[src/rtl/dual_motor_pwm_if.sv]
// rtl/dual_motor_pwm_if.sv - motor command bundle: per-channel magnitude/sign plus capture strobe
interface dual_motor_pwm_if;
    logic [7:0] motor1_count;
    logic       motor1_sign;
    logic [7:0] motor2_count;
    logic       motor2_sign;
    logic       cmd_valid;

    modport master (
        output motor1_count, motor1_sign, motor2_count, motor2_sign, cmd_valid
    );

    modport slave (
        input motor1_count, motor1_sign, motor2_count, motor2_sign, cmd_valid
    );
endinterface

[src/rtl/dual_motor_pwm.sv]
// rtl/dual_motor_pwm.sv - two-channel PWM / H-bridge driver with reversal dead-time
// Optional command watchdog is compiled in with `define WATCHDOG_EN.
module dual_motor_pwm #(
    parameter int PRESCALE        = 4,
    parameter int DEADTIME_CYCLES = 64,
    parameter int WDT_PERIODS     = 16
) (
    input  logic                  clk,
    input  logic                  nreset,
    dual_motor_pwm_if.slave       cmd,
    output logic                  enable12,
    output logic                  enable34,
    output logic                  a1,
    output logic                  a2,
    output logic                  a3,
    output logic                  a4,
    output logic                  period_start,
    output logic                  wdt_tripped
);

    localparam int PRE_W = (PRESCALE > 1) ? $clog2(PRESCALE) : 1;
    localparam int DW    = $clog2(DEADTIME_CYCLES + 1);

    if (PRESCALE < 1 || DEADTIME_CYCLES < 1 || WDT_PERIODS < 1) begin : g_param_check
        $error("dual_motor_pwm: PRESCALE, DEADTIME_CYCLES and WDT_PERIODS must be >= 1");
    end

    typedef enum logic [1:0] {
        IDLE = 2'd0,
        RUN  = 2'd1,
        DEAD = 2'd2
    } ch_state_t;

    logic [PRE_W-1:0] pre_q;
    logic [7:0]       cnt_q;
    logic             tick;
    logic             boundary;

    logic [1:0][7:0]  sh_duty;
    logic [1:0]       sh_sign;
    logic [1:0][7:0]  duty_a, duty_d;
    logic [1:0]       sign_a, sign_d;

    ch_state_t        state_q [2];
    ch_state_t        state_d [2];
    logic [DW-1:0]    dead_q  [2];
    logic [DW-1:0]    dead_d  [2];

    logic [1:0]       en_d;
    logic [1:0][1:0]  pins_d;
    logic             force_idle;

    assign tick     = (pre_q == PRE_W'(PRESCALE - 1));
    assign boundary = tick && (cnt_q == 8'd254);

`ifdef WATCHDOG_EN
    localparam int WW = $clog2(WDT_PERIODS + 1);

    logic [WW-1:0] wdt_cnt_q;
    logic          wdt_q;
    logic          trip_now;

    // A strobe on the tripping boundary counts as fresh traffic, so no trip.
    assign trip_now = boundary && !cmd.cmd_valid && (wdt_cnt_q == WW'(WDT_PERIODS - 1));

    always_ff @(posedge clk or negedge nreset) begin
        if (!nreset) begin
            wdt_cnt_q <= '0;
            wdt_q     <= 1'b0;
        end else begin
            if (cmd.cmd_valid) begin
                wdt_cnt_q <= '0;
            end else if (boundary && (wdt_cnt_q != WW'(WDT_PERIODS))) begin
                wdt_cnt_q <= wdt_cnt_q + 1'b1;
            end
            if (cmd.cmd_valid) begin
                wdt_q <= 1'b0;
            end else if (trip_now) begin
                wdt_q <= 1'b1;
            end
        end
    end

    assign force_idle  = trip_now || wdt_q;
    assign wdt_tripped = wdt_q;
`else
    assign force_idle  = 1'b0;
    assign wdt_tripped = 1'b0;
`endif

    // State register: timebase, shadow/active command registers, channel FSMs.
    always_ff @(posedge clk or negedge nreset) begin
        if (!nreset) begin
            pre_q   <= '0;
            cnt_q   <= '0;
            sh_duty <= '0;
            sh_sign <= '0;
            duty_a  <= '0;
            sign_a  <= '0;
            for (int c = 0; c < 2; c++) begin
                state_q[c] <= IDLE;
                dead_q[c]  <= '0;
            end
        end else begin
            pre_q <= tick ? '0 : pre_q + 1'b1;
            if (tick) begin
                cnt_q <= (cnt_q == 8'd254) ? 8'd0 : cnt_q + 8'd1;
            end
            if (cmd.cmd_valid) begin
                sh_duty[0] <= cmd.motor1_count;
                sh_sign[0] <= cmd.motor1_sign;
                sh_duty[1] <= cmd.motor2_count;
                sh_sign[1] <= cmd.motor2_sign;
            end
            duty_a <= duty_d;
            sign_a <= sign_d;
            for (int c = 0; c < 2; c++) begin
                state_q[c] <= state_d[c];
                dead_q[c]  <= dead_d[c];
            end
        end
    end

    // Next state: loads happen only on the boundary; DEAD counts down between boundaries.
    always_comb begin
        duty_d = duty_a;
        sign_d = sign_a;
        for (int c = 0; c < 2; c++) begin
            state_d[c] = state_q[c];
            dead_d[c]  = dead_q[c];
            if (boundary) begin
                duty_d[c] = force_idle ? 8'd0 : sh_duty[c];
                sign_d[c] = force_idle ? sign_a[c] : sh_sign[c];
                if (duty_d[c] == 8'd0) begin
                    state_d[c] = IDLE;
                    dead_d[c]  = '0;
                end else begin
                    case (state_q[c])
                        IDLE: begin
                            state_d[c] = RUN;
                        end
                        RUN: begin
                            if (sign_d[c] != sign_a[c]) begin
                                state_d[c] = DEAD;
                                dead_d[c]  = DW'(DEADTIME_CYCLES);
                            end
                        end
                        DEAD: begin
                            if (sign_d[c] != sign_a[c]) begin
                                dead_d[c] = DW'(DEADTIME_CYCLES);
                            end else if (dead_q[c] <= DW'(1)) begin
                                state_d[c] = RUN;
                                dead_d[c]  = '0;
                            end else begin
                                dead_d[c] = dead_q[c] - 1'b1;
                            end
                        end
                        default: begin
                            state_d[c] = IDLE;
                        end
                    endcase
                end
            end else if (state_q[c] == DEAD) begin
                if (dead_q[c] <= DW'(1)) begin
                    state_d[c] = RUN;
                    dead_d[c]  = '0;
                end else begin
                    dead_d[c] = dead_q[c] - 1'b1;
                end
            end
        end
    end

    // Output decode: only RUN drives the bridge; sign_a already holds the post-reversal sign.
    always_comb begin
        en_d   = '0;
        pins_d = '0;
        for (int c = 0; c < 2; c++) begin
            if (state_q[c] == RUN) begin
                en_d[c]   = (cnt_q < duty_a[c]);
                pins_d[c] = sign_a[c] ? 2'b01 : 2'b10;
            end
        end
    end

    always_ff @(posedge clk or negedge nreset) begin
        if (!nreset) begin
            enable12     <= 1'b0;
            enable34     <= 1'b0;
            a1           <= 1'b0;
            a2           <= 1'b0;
            a3           <= 1'b0;
            a4           <= 1'b0;
            period_start <= 1'b0;
        end else begin
            enable12     <= en_d[0];
            enable34     <= en_d[1];
            {a1, a2}     <= pins_d[0];
            {a3, a4}     <= pins_d[1];
            period_start <= boundary;
        end
    end

endmodule

[src/flat_wrapper.sv]
// flat-port wrapper written by rule: the top's interface ports become plain ports
module dual_motor_pwm_flat 
#(
    parameter int PRESCALE        = 4,
    parameter int DEADTIME_CYCLES = 64,
    parameter int WDT_PERIODS     = 16
)
  (clk, nreset, enable12, enable34, a1, a2, a3, a4, period_start, wdt_tripped, cmd_motor1_count, cmd_motor1_sign, cmd_motor2_count, cmd_motor2_sign, cmd_cmd_valid);
  dual_motor_pwm_if cmd_i ();
  input  logic clk;
  input  logic nreset;
  output logic enable12;
  output logic enable34;
  output logic a1;
  output logic a2;
  output logic a3;
  output logic a4;
  output logic period_start;
  output logic wdt_tripped;
  input wire logic [$bits(cmd_i.motor1_count)-1:0] cmd_motor1_count;
  input wire logic [$bits(cmd_i.motor1_sign)-1:0] cmd_motor1_sign;
  input wire logic [$bits(cmd_i.motor2_count)-1:0] cmd_motor2_count;
  input wire logic [$bits(cmd_i.motor2_sign)-1:0] cmd_motor2_sign;
  input wire logic [$bits(cmd_i.cmd_valid)-1:0] cmd_cmd_valid;
  assign cmd_i.motor1_count = cmd_motor1_count;
  assign cmd_i.motor1_sign = cmd_motor1_sign;
  assign cmd_i.motor2_count = cmd_motor2_count;
  assign cmd_i.motor2_sign = cmd_motor2_sign;
  assign cmd_i.cmd_valid = cmd_cmd_valid;
  dual_motor_pwm #(.PRESCALE(PRESCALE), .DEADTIME_CYCLES(DEADTIME_CYCLES), .WDT_PERIODS(WDT_PERIODS)) u_core (.clk(clk), .nreset(nreset), .cmd(cmd_i), .enable12(enable12), .enable34(enable34), .a1(a1), .a2(a2), .a3(a3), .a4(a4), .period_start(period_start), .wdt_tripped(wdt_tripped));
endmodule
[config.mk]
export PLATFORM = sky130hd
export DESIGN_NAME = dual_motor_pwm_flat
export DESIGN_NICKNAME = d
export VERILOG_FILES = /design/src/rtl/dual_motor_pwm_if.sv /design/src/rtl/dual_motor_pwm.sv /design/src/flat_wrapper.sv
export SDC_FILE = /design/constraint.sdc
export NUM_CORES = 1
export LEC_CHECK = 0
export ABC_CLOCK_PERIOD_IN_PS = 4150
export BUFFER_PORTS_ARGS = -buffer_cell sky130_fd_sc_hd__buf_2
export CAP_MARGIN = 20
export CORE_ASPECT_RATIO = 0.8
export CORE_MARGIN = 10
export CORE_UTILIZATION = 60
export DETAILED_ROUTE_END_ITERATION = 7
export PLACE_DENSITY = 0.9
export SYNTH_ARGS = -nofsm -noshare
export SYNTH_HDL_FRONTEND = slang
export SYNTH_SLANG_ARGS = --single-unit
[constraint.sdc]
create_clock -name clk -period 4.15 [get_ports clk]
set_clock_uncertainty 0.05 [all_clocks]
set_input_delay 0.2075 -clock clk [delete_from_list [all_inputs] [get_ports clk]]
set_output_delay 0.2075 -clock clk [all_outputs]
set_load 0.01 [all_outputs]
; ---- Word-level counts from Yosys, hierarchy flattened
; Index checks and enable logic that the tools add are counted.
[op_classes]
addsub = 4
n_lt_le_gt_ge = 4
n_eq_ne = 12
muxes = 36
reduce_logical = 13
[op_table]
columns = op, n
row1 = two-way mux 7 bit, 12
row2 = two-way mux 2 bit, 17
row3 = case mux 7 bit (2 select lines), 2
row4 = logical NOT 8 bit, 2
row5 = less-than comparator 8 bit, 2
row6 = "!= test 4 bit, second input constant", 4
row7 = "<= comparator 7 x 1 -> 1 bit, second input constant", 2
row8 = "subtractor 7 x 1 -> 7 bit, second input constant", 2
row9 = case mux 2 bit (3 select lines), 2
row10 = AND reduction 3 bit, 4
row11 = "adder 8 x 1 -> 8 bit, second input constant", 1
row12 = "equality test 8 bit, second input constant", 1
row13 = two-way mux 8 bit, 1
row14 = "equality test 2 bit, second input constant", 3
row15 = nonzero test 3 bit, 2
row16 = "equality test 2 x 1 -> 1 bit, second input constant", 2
row17 = logical NOT 2 bit, 2
row18 = nonzero test 2 bit, 2
row19 = "adder 2 x 1 -> 2 bit, second input constant", 1
row20 = two-way mux 1 bit, 2
row21 = != test 1 bit, 2
row22 = logical AND 1 bit, 1
[totals]
regBits = 71
input_bits = 21
out_inout_bits = 8
wordCells = 88

; ---- Logic depth before layout (Yosys ltp)
; Gate-level depths: netlist of the first run.
[logic_depth]
depth_word = 6
depth_mapped = 9
ltp_nobuf = 8

; ---- Worst setup path before layout of the first run
; OpenSTA, ideal clock, no wires.
[synth_path]
kind = register -> register
from = register u_core.pre_q[0]
to = register u_core.dead_q[4] (netlist bit)
setup_time_ns = 0.092
arrival_ns = 1.841
t_required_ns = 4.008
path_slack_ns = 2.168
path_stages_with_launch = 7
n_path_buf = 0
synth_period_minus_slack_ns = 1.982
path_cell_list = dfrtp_1 ha_1 and4_2 a41oi_1 o22ai_4 a211o_1 o31ai_2
[synth_between]
elab_chain_cells = 4
elab_cells_between_ends = 6
cone_classes = eq/ne: 2 / mux: 1 / reduce/logical: 3
[synth_lines]
columns = item, line_no
row1 = "start, declared", dual_motor_pwm.sv:34  ; logic [PRE_W-1:0] pre_q;
row2 = "start signal, assigned", dual_motor_pwm.sv:105  ; pre_q <= tick ? '0 : pre_q + 1'b1;
row3 = equality test 2 bit *, dual_motor_pwm.sv:53  ; assign tick = (pre_q == PRE_W'(PRESCALE - 1));
row4 = logical AND 1 bit *, dual_motor_pwm.sv:54  ; assign boundary = tick && (cnt_q == 8'd254);
row5 = != test 4 bit (no source line) / nonzero test 2 bit (equally long branches), n/a
row6 = AND reduction 3 bit (no source line), n/a
row7 = "end signal, assigned by index", dual_motor_pwm.sv:119  ; dead_q[c] <= dead_d[c];
row8 = "end, declared", dual_motor_pwm.sv:46  ; logic [DW-1:0] dead_q [2];
; Every way passes the cells marked *; elsewhere a longest branch is shown, timed or not.
; A chain may end at the register's enable or synchronous reset.

; ---- Final worst setup path of the first run
[layout_path]
from = register u_core.pre_q[0]
to = register u_core.dead_q[11] (netlist bit)
; The elaborated chain is that of the path after synthesis.

==> summary.txt, run 1 <==
Power
  – Reg power frac: 58.1%
  – Power Density: 298 nW/um^2
  – Tot Pwr: 1250 uW
  – Net Sw Frac: 22.5%
  – Comb pwr share: 4.6%
  – Peak VDD IR: 0.000206 V
  – Int Pwr: 968 uW
  – Clock power frac: 37.3%
  – Total leakage power: 0.00190 uW
  – P_sw: 281 uW

Synth
  – Synth warnings: 0
  – Seq/Total Area, Yosys: 46.3%
  – Area leader, netlist: dfrtp_1
  – Number of flops mapped to enable cells by yosys: 0
  – Cells after Synth: 377
  – Syn Std Cell Area: 3840 sq um
  – FFs w/ async S/R, synth: 100%
  – Synth unique cells: 56
  – Yosys reg bits: 71
  – Most used DFF post-synth: dfrtp_1
  – Dominant cells by area after synthesis: dfrtp_1 (46%), ha_1 (9.5%), mux2_2 (5.9%), nand2_1 (5.5%), o21ai_0 (4.6%)
  – Synthesized area per cell: 10.2 sq um
  – Synth Net Count: 427
  – Yosys top cell area share: 46.3%

Floorplanning
  – Die width: 109 microns
  – Site Rows: 25
  – Die area: 10000 sq um
  – Initial Util: 63.2%
  – Area of the core: 6070 sq um
  – I/O pins: 29
  – Die height: 91.5 microns

Clock network
  – CTS tree: done
  – CTS resizes: 0
  – Clock-pin slew on the worst setup and hold paths: 0.07 ns
  – CTS sink count: 71
  – Root Driver: clkbuf_8
  – H-tree lvl count: 3
  – Clock tree buffer depth: 2
  – CTS buffer count: 9
  – Worst-Skew Late Latency: 0.34 ns

Routing
  – Number of DRC markers in iteration 0: 145
  – WL final: 7770 microns
  – DRC Markers: 0
  – Vias per cell: 5.80
  – 1st-pass router iterations: 5
  – Vias: 2843
  – Final antenna-violating net count: 0
  – Post-DR wirelength/cell: 15.9 microns

Layout
  – Final Cell Area: 4190 sq um
  – Layout area overhead: 9.23%
  – Layout cell share with drive strength beyond 1: 18.8%
  – Nets: 455
  – # diodes: 0

Critical path
  – Crit path arrival time: 2.82 ns
  – RR Endpoint: u_core.dead_q[11]
  – Startpoint Class: flip-flop
  – Critical Path Sink Type: flip-flop
  – Worst endpoint required time: 4.32 ns
  – Flop2flop setup slack: 1.50 ns
  – WS Path Type: reg2reg
  – Reg-to-Reg Start: u_core.pre_q[0]
  – CP Max Fanout: 33
  – Worst r2r path cells: 8
  – Critical Path Source: u_core.pre_q[0]

Flow run
  – Max Cap Violations: 0

Global routing
  – Vias in the first global route: 2790
  – Initial antenna violation count: 0
  – First-pass GRT wire length: 13300 microns
  – GRT Util Overall: 16.5%
  – Largest net degree at the start of global routing: 42
  – GRT Residual Overflow: 0

Timing
  – Post-route clock period utilization: 63.8%
  – Setup_tns: 0 ns
  – Final number of hold-violating endpoints: 0
  – Actual slew at the worst max-slew pin: 0.704 ns
  – Final setup vio count: 0
  – Slew HR: 52.7%
  – Worst hold slack: 0.0468 ns
  – Slew Limit Fails: 0
  – RSZ-0062 raised after global routing: false
  – Minimum clock period: 2.65 ns
  – Max frequency: 378 MHz

Placement
  – Area of placed instances: 4020 sq um
  – GP Congestion: 0.847
  – Port Buffers: 27
  – DP HPWL: 5700 microns

Hold path
  – Hold path depth: 2
  – Hold EP: u_core.sh_duty[7]
  – Hold Path Class: in2reg
  – HP Start: cmd_motor1_count[7]

Status
  – Outcome: complete, no violations
[cell usage after synthesis (5+ instances only)]
cell type	n
dfrtp_1	71
nand2_1	56
o21ai_0	35
inv_1	30
ha_1	29
mux2_2	20
nor2_1	14
a21oi_1	10
o211ai_1	9
clkbuf_1	7
and2_1	5
nand3_1	5
nor2b_1	5
[area by class of cell]
cell class	count	area [sq um]
clock buffer	14	153
multi-input combinational	262	1880
tap	81	101
inverter	31	116
sequential	71	1780
timing repair buffer	30	160
clock inverter	1	5.00
fill	468	1880
[routing by layer]
layer  share of wire (%)  vias to the layer above  routed length [microns]  track usage (%)
met1                  45                     1374                     3530             21.3
met3                 6.5                        8                      502             5.30
met5                   0                        -                        0                0
met2                  47                       81                     3640             25.3
met4                 1.2                        0                       91             5.52
li1                    -                     1380                        -                -
[power groups by stage]
| stage | registers [uW] | clock network, uW | logic, uW |
|---|---|---|---|
| 4_1_cts | 726 | 477 | 59.8 |
| 3_3_place_gp | 738 | 0 | 56.0 |
| 2_1_floorplan | 733 | 0 | 31.6 |
| 3_5_place_dp | 738 | 0 | 58.8 |
| 5_1_grt | 728 | 506 | 65.0 |
| 6_report | 726 | 466 | 57.8 |
[how the worst max path moves through the flow]
stage | endpoint | slack (ns) | cells past startpoint
2_1_floorplan | u_core.dead_q[4] | 2.17 | 6
3_3_place_gp | u_core.dead_q[11] | 1.65 | 8
3_5_place_dp | u_core.dead_q[2] | 1.52 | 7
4_1_cts | u_core.dead_q[2] | 1.50 | 7
5_1_grt | u_core.dead_q[11] | 1.25 | 8
6_report | u_core.dead_q[11] | 1.50 | 8
[cells by family after synthesis]
kind of cell               Yosys count  share of synthesized area [%]
and+or+nand+nor                    112                           15.0
AOI/OAI and AO/OA                   94                           17.1
DFF                                 71                           46.3
buffers and inverters               44                           4.73
adders and majority gates           29                           9.46
muxes                               22                           6.39
xor gates and xnor gates             4                          0.913
other                                1                         0.0977
[registers in the layout, indices dropped and copies added (netlist names)]
signal	cells
u_core.duty_a	16
u_core.sh_duty	16
u_core.dead_q	14
u_core.cnt_q	8
u_core.state_q	4
u_core.pre_q	2
u_core.sh_sign	2
u_core.sign_a	2
u_core.a1	1
u_core.a2	1
u_core.a3	1
u_core.a4	1
u_core.enable12	1
u_core.enable34	1
u_core.period_start	1
[critical path, cell delays in order (launching register included)]
cell	delay (ns)
dfrtp_1	0.36
ha_1	0.40
and4_2	0.39
nand2_8	0.09
inv_2	0.45
buf_4	0.34
a21oi_1	0.14
a22oi_1	0.21
o31ai_2	0.10
[layout by cell type (no fill, tap or decap), types with 2 or more instances in the layout]
cell type and count:
nand2b_1 3, nor2b_1 5, nand4_1 2, clkbuf_1 4
a21oi_1 10, inv_1 30, o31ai_2 2, xnor2_1 3
nor4_1 4, mux2_2 20, o31ai_1 2, nor2_1 14
o211ai_1 9, or4_1 2, buf_4 2, nor2_4 2
and2_1 5, nand2_1 56, buf_2 27, o22ai_1 3
a211o_1 2, o311ai_0 4, or4_4 4, clkbuf_8 10
mux2i_1 2, a21o_1 3, a22oi_1 4, a21boi_0 4
nand3_1 5, ha_1 29, o22ai_4 2, a41oi_1 2
and4_1 2, o21ai_0 35, dfrtp_1 71, a211oi_1 3
[through the flow]
stage	setup WS [ns]	utilization (%)	std cells
2_1_floorplan	2.17	-	377
3_3_place_gp	1.65	66.3	474
3_5_place_dp	1.52	66.3	474
4_1_cts	1.50	69.1	490
5_1_grt	1.25	69.1	490
6_report	1.50	69.1	490
[repair_timing]
action | in CTS | in global routing
buffers inserted | 0 | 0
hold buffers | 1 | 0
hold endpoints to repair | 30 | 0
(Power assumes the default switching activity.)
==> inputs of run 2 (changes only) <==
ABC_CLOCK_PERIOD_IN_PS = 2600   (was 4150)
clock period = 2.6 ns   (was 4.15 ns; I/O delays follow)
==> run 2 against run 1 <==
Compared with the run above:
- total power is 99% higher
- die area stayed put
- via count is 4.9% higher
- sequential power is 60% higher
- highest routed layer unchanged
- hold slack better by 0.26 ns
- first-iteration DRC count is 18% higher
==> summary.txt, run 2 (synthesis gave the netlist of run 1 again) <==
Routing
  – Number of DRC markers in iteration 0: 171 (+18%)
  – 1st-pass router iterations: 5 (unchanged)
  – DRC Markers: 0 (unchanged)
  – Vias: 2982 (+4.9%)
  – Final antenna-violating net count: 0 (unchanged)
  – WL final: 8460 microns (+8.9%)
  – Post-DR wirelength/cell: 16.5 microns (+4.2%)
  – Vias per cell: 5.82 (+0.38%)

Layout
  – Layout cell share with drive strength beyond 1: 19.7% (+0.90 points)
  – Layout area overhead: 17.7%
  – # diodes: 0 (unchanged)
  – Post-layout util: 74.4% (+5.3 points)
  – Most frequent cells in the layout: dfrtp_1 (71), nand2_1 (56), o21ai_0 (35)
  – Regs by FF count: u_core.duty_a: 16 flops, u_core.sh_duty: 16 flops, u_core.dead_q: 14 flops
  – Nets: 476 (+4.6%)
  – Commonest non-fill, non-tap cell in the layout: dfrtp_1

Timing
  – Max frequency: 457 MHz (+21%)
  – Actual slew at the worst max-slew pin: 0.873 ns (+0.169 ns)
  – Final setup vio count: 0 (unchanged)
  – Final number of hold-violating endpoints: 0 (unchanged)
  – Setup_tns: 0 ns (unchanged)
  – RSZ-0062 raised after global routing: false
  – Minimum clock period: 2.19 ns (-0.458 ns)
  – Post-route clock period utilization: 84.2% (+20 points)
  – Slew Limit Fails: 0 (unchanged)
  – Slew HR: 41.8% (-11 points)

Critical path
  – Reg-to-Reg Start: u_core.cnt_q[0]
  – Worst r2r path cells: 8 (unchanged)
  – CP Max Fanout: 10 (-70%)
  – RR Endpoint: u_core.dead_q[11]
  – Startpoint Class: flip-flop
  – Worst endpoint required time: 2.82 ns (-1.50 ns)
  – WP buf/inv: 2 (unchanged)
  – Crit path arrival time: 2.41 ns (-0.41 ns)
  – Critical Path, Cell by Cell: inv_1 -> ha_1 -> and4_2 -> nand2_8 -> inv_2 -> o22ai_4 -> a211o_1 -> o31ai_2
  – Critical Path Sink Type: flip-flop
  – WS Path Type: reg2reg
  – CP peak stage delay: 0.40 ns (-0.05 ns)
  – Crit-path slowest cell: dfrtp_1
  – Crit path max-delay family: compound AO/OA/AOI/OAI gates
  – Critical Path Source: u_core.cnt_q[0]
  – Flop2flop setup slack: 0.41 ns (-1.09 ns)

Hold path
  – Hold Path Class: in2reg
  – HP Start: cmd_cmd_valid
  – Hold path depth: 2 (unchanged)
  – Hold EP: u_core.sh_duty[7]

Clock network
  – CTS tree: done
  – Worst-Skew Late Latency: 0.36 ns (+0.02 ns)
  – Root Driver: clkbuf_8
  – Clock tree buffer depth: 2 (unchanged)
  – CTS resizes: 0 (unchanged)
  – Clock-pin slew on the worst setup and hold paths: 0.07 ns (about the same)
  – H-tree lvl count: 3 (unchanged)
  – CTS sink count: 71 (unchanged)
  – Hold-fix buffers, CTS: 19 (+18)
  – CTS buffer count: 9 (unchanged)
  – Setup bufs post-CTS: 0 (unchanged)

Floorplanning
  – Area of the core: 6070 sq um (unchanged)
  – Site Rows: 25 (unchanged)
  – Die area: 10000 sq um (unchanged)
  – I/O pins: 29 (unchanged)
  – Initial Util: 63.2% (unchanged)
  – Die height: 91.5 microns (unchanged)
  – Die width: 109 microns (unchanged)

Global routing
  – GRT Util Overall: 17.6% (+1.1 points)
  – Vias in the first global route: 2936 (+5.2%)
  – GRT Residual Overflow: 0 (unchanged)
  – Initial antenna violation count: 0 (unchanged)
  – First-pass GRT wire length: 14300 microns (+7.5%)
  – Largest net degree at the start of global routing: 72 (+71%)

Placement
  – Port Buffers: 27 (unchanged)
  – GP Congestion: 0.879 (+3.9%)
  – DP HPWL: 5800 microns (+1.8%)

Power
  – Tot Pwr: 2480 uW (+99%)
  – Power Density: 550 nW/um^2 (+84%)
  – Peak VDD IR: 0.000507 V (+150%)
  – Total leakage power: 0.00205 uW (+7.7%)

Status
  – Outcome: complete, no violations

Flow run
  – Max Cap Violations: 0 (unchanged)
## run 2: cell count changes in the layout (fill, tap and decap cells not counted)
cell	before	now
clkinv_2	1	0
buf_4	2	5
clkbuf_1	4	0
clkbuf_8	10	11
clkinvlp_4	0	1
dlygate4sd3_1	1	19
bufinv_16	0	4
## run 2: per-layer routing
metal,vias to the layer above,routed length (microns),GRT usage (%)
li1,1431,-,-
met2,89,4130,28.3
met1,1448,3710,21.7
met3,14,480,5.30
met5,-,0,0
met4,0,138,6.28
## run 2: report_power, final
group | switching [uW] | internal (uW) | total [uW]
logic | 52.5 | 63.0 | 116
clock network | 424 | 787 | 1210
registers | 25.0 | 1130 | 1160
## run 2: worst max path at each step
stage / to / slack (ns) / cells past startpoint
after floorplan: u_core.dead_q[4] / 0.62 / 6
after global placement: u_core.dead_q[11] / 0.51 / 8
after detailed placement: u_core.dead_q[2] / 0.44 / 8
after CTS: u_core.dead_q[11] / 0.42 / 8
after global routing: u_core.dead_q[7] / 0.27 / 8
final: u_core.dead_q[11] / 0.41 / 8
## run 2: final cells by class
| type | instances | area, sq um |
|---|---|---|
| clock buffers | 11 | 151 |
| inverters | 31 | 116 |
| fillers | 432 | 1550 |
| repair buffers | 51 | 363 |
| flip-flops and latches | 71 | 1780 |
| multi-input cells | 262 | 1880 |
| clock inverters | 5 | 128 |
| well taps | 81 | 101 |
## run 2: stage by stage
step                setup WS [ns]  area (sq um)  hold slack (ns)  instances
finish                      0.410          4520            0.303        512
global route                0.268          4520            0.319        512
CTS                         0.416          4520            0.288        512
detailed placement          0.435          4050            0.315        477
global placement            0.509          4050            0.311        477
floorplan                   0.618          3840           -0.216        377
## run 2: worst reg2reg max path: stages (launching register included)
cell	delay, ns
dfrtp_1	0.40
inv_1	0.14
ha_1	0.18
and4_2	0.29
nand2_8	0.10
inv_2	0.19
o22ai_4	0.14
a211o_1	0.39
o31ai_2	0.23
